File: src/rtl/spi_arb.sv
// spi_arb: round-robin share of one SPI master between inertial (0) and A2D (1) requesters, with SS_n guard gap.
// Optional watchdog abort on a stuck transaction is built when SPI_ARB_TMO_EN is defined.
module spi_arb #(
   parameter int GUARD_CYC = 4,
   parameter int TMO_CYC   = 1024
) (
   input  logic        clk,
   input  logic        rst,
   input  logic        req0,
   input  logic        req1,
   input  logic [15:0] cmd0,
   input  logic [15:0] cmd1,
   output logic        gnt0,
   output logic        gnt1,
   output logic        done0,
   output logic        done1,
   output logic        err0,
   output logic        err1,
   output logic [15:0] rd_data,
   output logic        mst_wrt,
   output logic [15:0] mst_cmd,
   input  logic        mst_done,
   input  logic [15:0] mst_rd,
   input  logic        mst_SS_n,
   output logic        mst_MISO,
   output logic        ss0_n,
   output logic        ss1_n,
   input  logic        miso0,
   input  logic        miso1,
   output logic        busy
);

   localparam int GW = $clog2(GUARD_CYC + 1);

   if (GUARD_CYC < 1 || TMO_CYC < 2) begin : g_bad_param
      $error("spi_arb: GUARD_CYC must be >= 1 and TMO_CYC >= 2");
   end

   typedef enum logic [1:0] {IDLE, ISSUE, BUSY, GUARD} state_t;

   state_t        state;
   logic          owner;
   logic          last;
   logic [GW-1:0] gcnt;
   logic          pick;

   // On a tie the requester that did not own the bus last time wins.
   assign pick = (req0 && req1) ? ~last : req1;

   assign busy     = (state != IDLE);
   assign ss0_n    = gnt0 ? mst_SS_n : 1'b1;
   assign ss1_n    = gnt1 ? mst_SS_n : 1'b1;
   assign mst_MISO = gnt0 ? miso0 : (gnt1 ? miso1 : 1'b0);

`ifdef SPI_ARB_TMO_EN
   localparam int TW = $clog2(TMO_CYC + 1);
   logic [TW-1:0] tcnt;
`else
   assign err0 = 1'b0;
   assign err1 = 1'b0;
`endif

   always_ff @(posedge clk) begin
      if (rst) begin
         state   <= IDLE;
         owner   <= 1'b0;
         last    <= 1'b1;
         gcnt    <= '0;
         gnt0    <= 1'b0;
         gnt1    <= 1'b0;
         done0   <= 1'b0;
         done1   <= 1'b0;
         mst_wrt <= 1'b0;
         mst_cmd <= '0;
         rd_data <= '0;
`ifdef SPI_ARB_TMO_EN
         err0    <= 1'b0;
         err1    <= 1'b0;
         tcnt    <= '0;
`endif
      end else begin
         done0   <= 1'b0;
         done1   <= 1'b0;
         mst_wrt <= 1'b0;
`ifdef SPI_ARB_TMO_EN
         err0    <= 1'b0;
         err1    <= 1'b0;
`endif
         case (state)
            IDLE: begin
               if (req0 || req1) begin
                  owner   <= pick;
                  last    <= pick;
                  mst_cmd <= pick ? cmd1 : cmd0;
                  gnt0    <= ~pick;
                  gnt1    <= pick;
                  mst_wrt <= 1'b1;
                  state   <= ISSUE;
`ifdef SPI_ARB_TMO_EN
                  tcnt    <= '0;
`endif
               end
            end
            ISSUE: begin
               state <= BUSY;
`ifdef SPI_ARB_TMO_EN
               tcnt  <= tcnt + TW'(1);
`endif
            end
            BUSY: begin
               if (mst_done) begin
                  rd_data <= mst_rd;
                  done0   <= ~owner;
                  done1   <= owner;
                  gnt0    <= 1'b0;
                  gnt1    <= 1'b0;
                  gcnt    <= GW'(GUARD_CYC - 1);
                  state   <= GUARD;
               end
`ifdef SPI_ARB_TMO_EN
               // Counting starts at mst_wrt, so the abort lands TMO_CYC cycles after it.
               else if (tcnt == TW'(TMO_CYC - 1)) begin
                  err0  <= ~owner;
                  err1  <= owner;
                  gnt0  <= 1'b0;
                  gnt1  <= 1'b0;
                  gcnt  <= GW'(GUARD_CYC - 1);
                  state <= GUARD;
               end else begin
                  tcnt <= tcnt + TW'(1);
               end
`endif
            end
            GUARD: begin
               if (gcnt == '0) state <= IDLE;
               else            gcnt  <= gcnt - GW'(1);
            end
            default: state <= IDLE;
         endcase
      end
   end

endmodule

File: config.mk
export PLATFORM = sky130hd
export DESIGN_NAME = spi_arb
export DESIGN_NICKNAME = d
export VERILOG_FILES = /design/src/rtl/spi_arb.sv
export SDC_FILE = /design/constraint.sdc
export NUM_CORES = 1
export LEC_CHECK = 0
export BUFFER_PORTS_ARGS = -buffer_cell sky130_fd_sc_hd__buf_2
export CAP_MARGIN = 20
export CORE_MARGIN = 5
export CORE_UTILIZATION = 48
export CTS_CLUSTER_DIAMETER = 60
export DETAILED_ROUTE_END_ITERATION = 8
export PLACE_DENSITY = 0.84
export SLEW_MARGIN = 20
export SYNTH_ARGS = -nofsm -noshare
export SYNTH_HDL_FRONTEND = slang
export SYNTH_SLANG_ARGS = --single-unit
export TNS_END_PERCENT = 100
File: constraint.sdc
create_clock -name clk -period 2.7 [get_ports clk]
set_input_delay 0.54 -clock clk [delete_from_list [all_inputs] [get_ports clk]]
set_output_delay 0.54 -clock clk [all_outputs]
set_load 0.01 [all_outputs]
==> results of run 1 <==
==> routing by layer <==
metal	up-vias	track usage, %	share of wire (%)
met5	-	0	0
met4	0	7.582	2.1
met1	760	19.71	42
met3	7	5.923	13
li1	916	-	-
met2	83	27.21	43
==> final cells by class <==
cell class | count | area share [%]
Clock inverter | 2 | 2.384
Tap cell | 50 | 2.484
Clock buffer | 5 | 2.732
Sequential cell | 44 | 34.97
Timing Repair Buffer | 99 | 19.97
Multi-Input combinational cell | 152 | 36.56
Inverter | 6 | 0.8942
==> layout by cell type (no fill, tap or decap), types with 3 or more instances in the layout <==
cell type	instances
o21ai_0	5
a211oi_1	15
nor2_1	25
clkbuf_8	5
ha_1	6
nand2_1	36
a21oi_1	18
nand2b_1	4
inv_1	6
nor3_1	3
a211oi_2	3
buf_4	3
buf_2	96
dfxtp_1	44
mux2i_1	17
==> per-stage QoR <==
| stage | power, W | instance area (sq um) |
|---|---|---|
| after floorplan | 0.001472 | 1922 |
| after global placement | 0.001703 | 2390 |
| after detailed placement | 0.001727 | 2390 |
| after CTS | 0.002310 | 2519 |
| after global routing | 0.002447 | 2519 |
| final | 0.002283 | 2519 |
==> critical path, cell delays in order, from the launching register on <==
cell and delay, ns:
dfxtp_1 0.36, inv_1 0.09, ha_1 0.29, inv_1 0.11, buf_2 0.13
==> how the worst max path moves through the flow <==
stage | slack [ns] | end | depth (start not counted)
floorplan | 1.18 | state[1] | 7
global placement | 1.06 | mst_cmd[12] | 5
detailed placement | 0.99 | mst_cmd[10] | 5
CTS | 0.87 | busy | 4
global route | 0.79 | busy | 4
finish | 0.89 | busy | 4
==> cells by family after synthesis <==
logic type | share of synthesized area [%]
and+or+nand+nor | 17.16
AOI/OAI and AO/OA | 17.68
DFF | 45.92
buffers and inverters | 6.262
muxes | 8.871
adders and majority gates | 3.914
other | 0.1955
==> power groups by stage <==
stage	clock network [W]	registers [W]	logic [W]
3_5_place_dp	0	0.000898	0.000829
5_1_grt	0.000614	0.000907	0.000927
4_1_cts	0.000590	0.000887	0.000833
2_1_floorplan	0	0.000944	0.000527
6_report	0.000577	0.000886	0.000820
3_3_place_gp	0	0.000897	0.000805
==> registers in the layout (all words and copies together), names as in the netlist, 2 cells and up <==
name     count
state        2
rd_data     16
mst_cmd     16
gcnt         3
==> results.ini, run 1 <==
[yosys]
synthFlopType=dfxtp_1
synth_cells=217
yosysMostFrequentCell=dfxtp_1
avgSynthCellArea_sq_um=8.839
ys_seq_elements=44
synth_top_area_share_pct=45.92
yosysWarnings=0
synth_cell_types=34
ys_async_sr_fraction_pct=0
yosys.area.top_type=dfxtp_1
yosysSeqAreaShare_pct=45.92
synth_commonest_cells=44 x dfxtp_1, 36 x nand2_1, 25 x nor2_1
synth_enable_flop_cells=0
synth_area_leaders=dfxtp_1 46%, mux2i_1 8.9%, nand2_1 7.0%, a211oi_1 5.9%, nor2_1 4.9%
synth_area_sq_um=1918

[sta]
tightest_slew_ns=0.5884
fin_ws_ns=0.8852
drv_slew=0
finalCritPeriodShare_pct=67.22
setup_viol=0
worst_hold_slack_ns=0.4541
hold_viol=0
final.min_clock_period_ns=1.815
rsz0062_at_grt=false
max_freq_ghz=0.5510
fin_tns_setup_ns=0
finClkSkew_ns=0.006273
slew_headroom_pct=60.78

[pwr]
power_switching_w=0.0007751
p_sw_share_pct=33.94
seqPwrFrac_pct=38.8
powerDensity_nw_per_um2=906.6
clkPwrFrac_pct=25.2
combinationalPowerShare_pct=35.9
vdd_drop_max_mv=0.6485
intPower_w=0.001508
p_leak_nw=1.177

[route]
drt_wl_total_um=4394
post_drt_wl_per_cell_um=12.27
first_iter_violations=34
first_pass_iters=4
vias_per_cell=4.933
vias=1766
drc_errors=0
ant_nets=0

[cells_and_area]
multi_input_area_sq_um=920.9
seqCellArea_sq_um=880.8
finalNonFillerCells=358
fin_util_pct=63.88
nNetsFinal=370
diodes=0
area_delta_synth_final_pct=31.31
drive_gt1_share_pct=36.69
fillers=338

[die]
die_x_um=73.22
die_area_sq_um=5360
rows=23
io_pins=99
initial_core_util_pct=48.65
die_y_um=73.22
core-area_sq_um=3943

[critical_path]
timing.reg2reg.setup_slack_ns=1.06
cp-start-kind=flip-flop
worstPathArrival_ns=1.27
r2r_start=state[0]
path_max_fanout=7
end_kind=primary output
worstReg2RegEnd=mst_cmd[10]
crit_type=flip-flop to primary output
crit_required_ns=2.16
cp-startpoint=state[0]
rr_worst_depth=7

[status]
status=finished, final reports clean

[worst_hold_path]
holdCritStartpoint=rd_data[3]
whs_path_depth=2
hold_class=flip-flop to flip-flop
hold_path_end=rd_data[3]

[clocking]
root_buffer=clkbuf_8
cts_buffer_depth=2
clkLatencyLatePin_ns=0.29
cts.clk_slew.worst_paths_ns=0.08
htree_num_levels=2
cts_setup_buffers=0
cts_buffers=5
hold_buffers=0
ctsResizeCount=0
clock_sinks=44
cts_tree=done

[placement]
dp_hpwl_um=3347
pre_cts_ws_ns=0.9908
gp_congestion=0.8389
dp_cells=351
io_buffers=96

[flow_run]
drv_cap=0

[global_routing]
grt_usage_pct=16.75
antenna_found_initial=0
grt_pass1_vias=1690
grt_max_degree=34
grt_pass1_wl_um=7100
gr-total-overflow=0

No activity file was read; power rests on OpenSTA's default activity.
==> run 2: changes to the inputs <==
--- a/config.mk
+++ b/config.mk
@@ -8,10 +8,10 @@
 export BUFFER_PORTS_ARGS = -buffer_cell sky130_fd_sc_hd__buf_2
 export CAP_MARGIN = 20
 export CORE_MARGIN = 5
-export CORE_UTILIZATION = 48
+export CORE_UTILIZATION = 40
 export CTS_CLUSTER_DIAMETER = 60
 export DETAILED_ROUTE_END_ITERATION = 8
-export PLACE_DENSITY = 0.84
+export PLACE_DENSITY = 0.75
 export SLEW_MARGIN = 20
 export SYNTH_ARGS = -nofsm -noshare
 export SYNTH_HDL_FRONTEND = slang
==> constraint.sdc (replaced) <==
create_clock -name clk -period 1.5 [get_ports clk]
set_input_delay 0.3 -clock clk [delete_from_list [all_inputs] [get_ports clk]]
set_output_delay 0.3 -clock clk [all_outputs]
set_load 0.01 [all_outputs]
==> results.ini, run 2 (synthesized netlist as in run 1, its figures left out) <==
[status]
status=finished, final reports clean  ; unchanged

[flow_run]
drv_cap=0  ; unchanged

[critical_path]
crit_type=flip-flop to flip-flop  ; was flip-flop to primary output
end_kind=flip-flop  ; was primary output
path_max_fanout=6  ; was 7
cp-start-kind=flip-flop  ; unchanged
worstPathArrival_ns=1.61  ; was 1.27 ns
crit_required_ns=1.67  ; was 2.16 ns

[global_routing]
grt_usage_pct=15.01  ; was 16.75%
gr-total-overflow=0  ; unchanged
grt_pass1_wl_um=7665  ; was 7100 um
antenna_found_initial=0  ; unchanged
grt_pass1_vias=1840  ; was 1690
grt_max_degree=33  ; was 34

[route]
drt_wl_total_um=4799  ; was 4394 um
drc_errors=0  ; unchanged
first_pass_iters=4  ; unchanged
vias_per_cell=4.902  ; was 4.933
vias=1848  ; was 1766
first_iter_violations=81  ; was 34
post_drt_wl_per_cell_um=12.73  ; was 12.27 um
ant_nets=0  ; unchanged

[worst_hold_path]
hold_class=input pin to flip-flop  ; was flip-flop to flip-flop

[pwr]
p_leak_nw=1.266  ; was 1.177 nW
p_sw_share_pct=35.05  ; was 33.94%
intPower_w=0.002966  ; was 0.001508 W
power_switching_w=0.001601  ; was 0.0007751 W
vdd_drop_max_mv=0.9877  ; was 0.6485 mV
clkPwrFrac_pct=20.9  ; was 25.2%
combinationalPowerShare_pct=43.9  ; was 35.9%
powerDensity_nw_per_um2=1664  ; was 906.6 nW/um^2
seqPwrFrac_pct=35.2  ; was 38.8%

[placement]
gp_congestion=0.7668  ; was 0.8389
dp_hpwl_um=3546  ; was 3347 um
io_buffers=96  ; unchanged
dp_cells=365  ; was 351

[clocking]
cts_tree=done  ; unchanged
cts.clk_slew.worst_paths_ns=0.08  ; about the same
htree_num_levels=2  ; unchanged
cts_buffer_depth=2  ; unchanged
clock_sinks=44  ; unchanged
clkLatencyLatePin_ns=0.29  ; about the same
root_buffer=clkbuf_8  ; unchanged
cts_buffers=5  ; unchanged

[die]
core-area_sq_um=4692  ; was 3943 sq um
initial_core_util_pct=40.88  ; was 48.65%
die_area_sq_um=6280  ; was 5360 sq um
die_x_um=79.25  ; was 73.22 um
die_y_um=79.25  ; was 73.22 um
rows=25  ; was 23
io_pins=99  ; unchanged

[cells_and_area]
nNetsFinal=384  ; was 370
finalNonFillerCells=377  ; was 358
diodes=0  ; unchanged
layout_common_cells=96 x buf_2, 42 x dfxtp_1, 36 x nand2_1, 25 x nor2_1, 18 x a21oi_1  ; was 96 x buf_2, 44 x dfxtp_1, 36 x nand2_1, 25 x nor2_1, 18 x a21oi_1
fillers=420  ; was 338
layout_commonest_cell=buf_2  ; unchanged
reg.largest.list=mst_cmd x16, rd_data x16, gcnt x3  ; unchanged
drive_gt1_share_pct=43.96  ; was 36.69%
multi_input_area_sq_um=994.7  ; was 920.9 sq um
seqCellArea_sq_um=885.9  ; was 880.8 sq um
area_delta_synth_final_pct=43.12  ; was 31.31%

[sta]
final.min_clock_period_ns=1.444
rsz0062_at_grt=false  ; unchanged
fin_tns_setup_ns=0  ; unchanged
hold_viol=0  ; unchanged
finClkSkew_ns=0.006210  ; was 0.006273 ns
setup_viol=0  ; unchanged
max_freq_ghz=0.6928
drv_slew=0  ; unchanged
finalCritPeriodShare_pct=96.23

==> run 2: metal layers <==
layer | wire, um | track usage, %
met5 | 0 | 0
met4 | 44 | 4.467
met3 | 523 | 4.875
met2 | 2157 | 26.43
met1 | 2072 | 17.23
==> run 2: timing repair <==
| item | in CTS | in global routing |
|---|---|---|
| hold buffers | 0 | 0 |
| gates resized for setup | 8 | 16 |
| gates cloned | 0 | 1 |
| setup endpoints to repair | 9 | 21 |
| pin swaps | 2 | 2 |
| hold endpoints to repair | 0 | 0 |
| setup buffers | 3 | 0 |
==> run 2: worst max-delay path, stage by stage (launching register included) <==
cell	delay, ns
dfxtp_4	0.37
buf_4	0.13
ha_2	0.21
a211oi_4	0.31
mux2i_1	0.24
nor2_1	0.05
==> run 2: through the flow <==
stage                     power [W]  hold slack, ns  util (%)  setup WS [ns]  instance area, sq um
final                      0.004567          0.2359     58.51        0.05649                  2745
after global routing       0.004899          0.2335     58.51       0.003878                  2745
after CTS                  0.004354          0.2251     56.72       0.006671                  2661
after detailed placement   0.003291          0.4442     53.17        -0.1045                  2495
after global placement     0.003232          0.4388     53.17        0.02527                  2495
after floorplan            0.002649          0.4174         -        0.03110                  1922
==> run 2: worst paths after layout <==
| path | start | end | slack [ns] | cells past startpoint |
|---|---|---|---|---|
| max | state[1] | state[1] | 0.06 | 5 |
| min | mst_rd[13] | rd_data[13] | 0.24 | 3 |
| max reg2reg | state[1] | state[1] | 0.06 | 5 |
| min reg2reg | owner | done0 | 0.45 | 1 |
==> run 2: final cells by class <==
class | count | area share [%]
multi-input combinational | 152 | 36.24
clock buffer | 6 | 3.008
clock inverter | 2 | 1.413
inverter | 6 | 0.9116
sequential | 44 | 32.27
timing repair buffer | 113 | 23.70
tap | 54 | 2.461
==> run 2: power groups by stage <==
stage / sequential, W / clock (W) / combinational [W]
6_report: 0.00161 / 0.000953 / 0.00201
5_1_grt: 0.00165 / 0.00103 / 0.00222
4_1_cts: 0.00160 / 0.000983 / 0.00177
3_5_place_dp: 0.00161 / 0 / 0.00168
3_3_place_gp: 0.00160 / 0 / 0.00163
2_1_floorplan: 0.00170 / 0 / 0.000949
==> run 3: changes to the inputs <==
--- a/config.mk
+++ b/config.mk
@@ -6,12 +6,13 @@
 export NUM_CORES = 1
 export LEC_CHECK = 0
 export BUFFER_PORTS_ARGS = -buffer_cell sky130_fd_sc_hd__buf_2
-export CAP_MARGIN = 20
-export CORE_MARGIN = 5
-export CORE_UTILIZATION = 40
+export CELL_PAD_IN_SITES_DETAIL_PLACEMENT = 1
+export CELL_PAD_IN_SITES_GLOBAL_PLACEMENT = 2
+export CORE_MARGIN = 1.5
+export CORE_UTILIZATION = 22
 export CTS_CLUSTER_DIAMETER = 60
 export DETAILED_ROUTE_END_ITERATION = 8
-export PLACE_DENSITY = 0.75
+export PLACE_DENSITY_LB_ADDON = 0.1
 export SLEW_MARGIN = 20
 export SYNTH_ARGS = -nofsm -noshare
 export SYNTH_HDL_FRONTEND = slang
==> results.ini, run 3 (synthesized netlist as in run 1, its figures left out) <==
[critical_path]
cp-startpoint=state[1]  ; unchanged
cp-start-kind=flip-flop  ; unchanged
end_kind=primary output  ; was flip-flop
crit_required_ns=1.20  ; was 1.67 ns
r2r_start=state[1]  ; unchanged
worstPathArrival_ns=1.12  ; was 1.61 ns
worstReg2RegEnd=state[1]  ; unchanged
timing.reg2reg.setup_slack_ns=0.09  ; was 0.06 ns
crit_type=flip-flop to primary output  ; was flip-flop to flip-flop
path_max_fanout=4  ; was 6
rr_worst_depth=6  ; was 5

[sta]
hold_viol=0  ; unchanged
final.min_clock_period_ns=1.417  ; was 1.444 ns
finalCritPeriodShare_pct=94.47  ; was 96.23%
max_freq_ghz=0.7057  ; was 0.6928 GHz
setup_viol=0  ; unchanged
drv_slew=0  ; unchanged
finClkSkew_ns=0.004506  ; was 0.006210 ns
fin_tns_setup_ns=0  ; unchanged

[worst_hold_path]
whs_path_depth=3  ; unchanged
hold_path_end=rd_data[12]  ; was rd_data[13]
holdCritStartpoint=mst_rd[12]  ; was mst_rd[13]
hold_class=input pin to flip-flop  ; unchanged

[pwr]
p_leak_nw=1.216  ; was 1.266 nW
powerDensity_nw_per_um2=1530  ; was 1664 nW/um^2
vdd_drop_max_mv=0.4692  ; was 0.9877 mV

[placement]
gp_congestion=0.7222  ; was 0.7668
dp_cells=415  ; was 365
io_buffers=96  ; unchanged
dp_hpwl_um=3899  ; was 3546 um
dpl-instance-area_sq_um=2564  ; was 2495 sq um

[clocking]
clock_sinks=44  ; unchanged
cts_setup_buffers=0  ; was 3
cts_buffers=5  ; unchanged
hold_buffers=0  ; unchanged
cts_buffer_depth=2  ; unchanged
cts_tree=done  ; unchanged
root_buffer=clkbuf_8  ; unchanged
clkLatencyLatePin_ns=0.29  ; about the same
htree_num_levels=2  ; unchanged
cts.clk_slew.worst_paths_ns=0.08  ; about the same

[die]
initial_core_util_pct=23.00  ; was 40.88%
die_y_um=96.38  ; was 79.25 um
rows=33  ; was 25
io_pins=99  ; unchanged
die_area_sq_um=9288  ; was 6280 sq um
core-area_sq_um=8341  ; was 4692 sq um
die_x_um=96.38  ; was 79.25 um

[cells_and_area]
finalNonFillerCells=420  ; was 377
reg.largest.list=mst_cmd x16, rd_data x16, gcnt x3  ; unchanged
area_delta_synth_final_pct=41.16  ; was 43.12%
fin_area_sq_um=2708  ; was 2745 sq um
layout_common_cells=96 x buf_2, 42 x dfxtp_1, 36 x nand2_1, 25 x nor2_1, 18 x a21oi_1  ; unchanged
diodes=0  ; unchanged
drive_gt1_share_pct=42.86  ; was 43.96%
layout_commonest_cell=buf_2  ; unchanged
nNetsFinal=379  ; was 384
fillers=1028  ; was 420

[route]
vias=1822  ; was 1848
drt_wl_total_um=5272  ; was 4799 um
top_layer_used=met4  ; unchanged
wl_met1_um=2304  ; was 2072 um
first_iter_violations=29  ; was 81
routed-wl-met3_um=350  ; was 523 um
ant_nets=0  ; unchanged
post_drt_wl_per_cell_um=12.55  ; was 12.73 um
first_pass_iters=4  ; unchanged
wl_met2_um=2543  ; was 2157 um
vias_per_cell=4.338  ; was 4.902
drc_errors=0  ; unchanged

[global_routing]
gr-total-overflow=0  ; unchanged
grt_max_degree=33  ; unchanged
grt_usage_pct=11.53  ; was 15.01%
grt_pass1_vias=1693  ; was 1840
antenna_found_initial=0  ; unchanged
grt_pass1_wl_um=8148  ; was 7665 um

[flow_run]
drv_cap=0  ; unchanged

[status]
status=finished, final reports clean  ; unchanged

==> run 3: layout make-up <==
type	count	area, sq um	area share, %
Tap cell	105	131.4	4.852
Multi-Input combinational cell	152	991.0	36.60
Timing Repair Buffer	108	608.1	22.46
Sequential cell	44	885.9	32.72
Clock buffer	5	68.82	2.542
Inverter	6	22.52	0.8318
==> run 3: metrics by stage <==
step	power (W)	setup slack (ns)	hold slack, ns	utilization (%)
final	0.004144	0.08302	0.2350	32.46
after global routing	0.004510	-0.001606	0.2332	32.46
after CTS	0.004090	0.003014	0.2203	31.70
after detailed placement	0.003351	-0.07856	0.4479	30.74
after global placement	0.003341	-0.09309	0.4394	30.74
after floorplan	0.002649	0.03110	0.4174	-
==> run 3: critical path: stages (launching register included) <==
cell	delay, ns
dfxtp_4	0.39
inv_2	0.06
ha_4	0.16
inv_1	0.07
buf_2	0.14
==> run 3: routing by layer <==
layer	vias up	global-route usage, %
met3	8	3.443
met5	-	0
met4	0	4.710
met1	821	14.09
li1	942	-
met2	51	18.90
==> run 3: how the worst max path moves through the flow <==
stage / cells after the start / slack [ns] / to
final: 4 / 0.08 / busy
after global routing: 6 / -0.002 / state[1]
after CTS: 6 / 0.003 / state[1]
after detailed placement: 5 / -0.08 / rd_data[9]
after global placement: 6 / -0.09 / state[1]
after floorplan: 7 / 0.03 / state[1]
==> run 3: what timing repair did <==
item                                    4_1_cts  5_1_grt
gates resized for setup                       6       16
pin swaps                                     1        1
endpoints found under the setup margin       21       20
==> run 3: power breakdown <==
part / switching (W) / internal [W]
sequential: 0.000153 / 0.00145
combinational: 0.000984 / 0.000871
clock: 0.000389 / 0.000301
total: 0.00153 / 0.00262
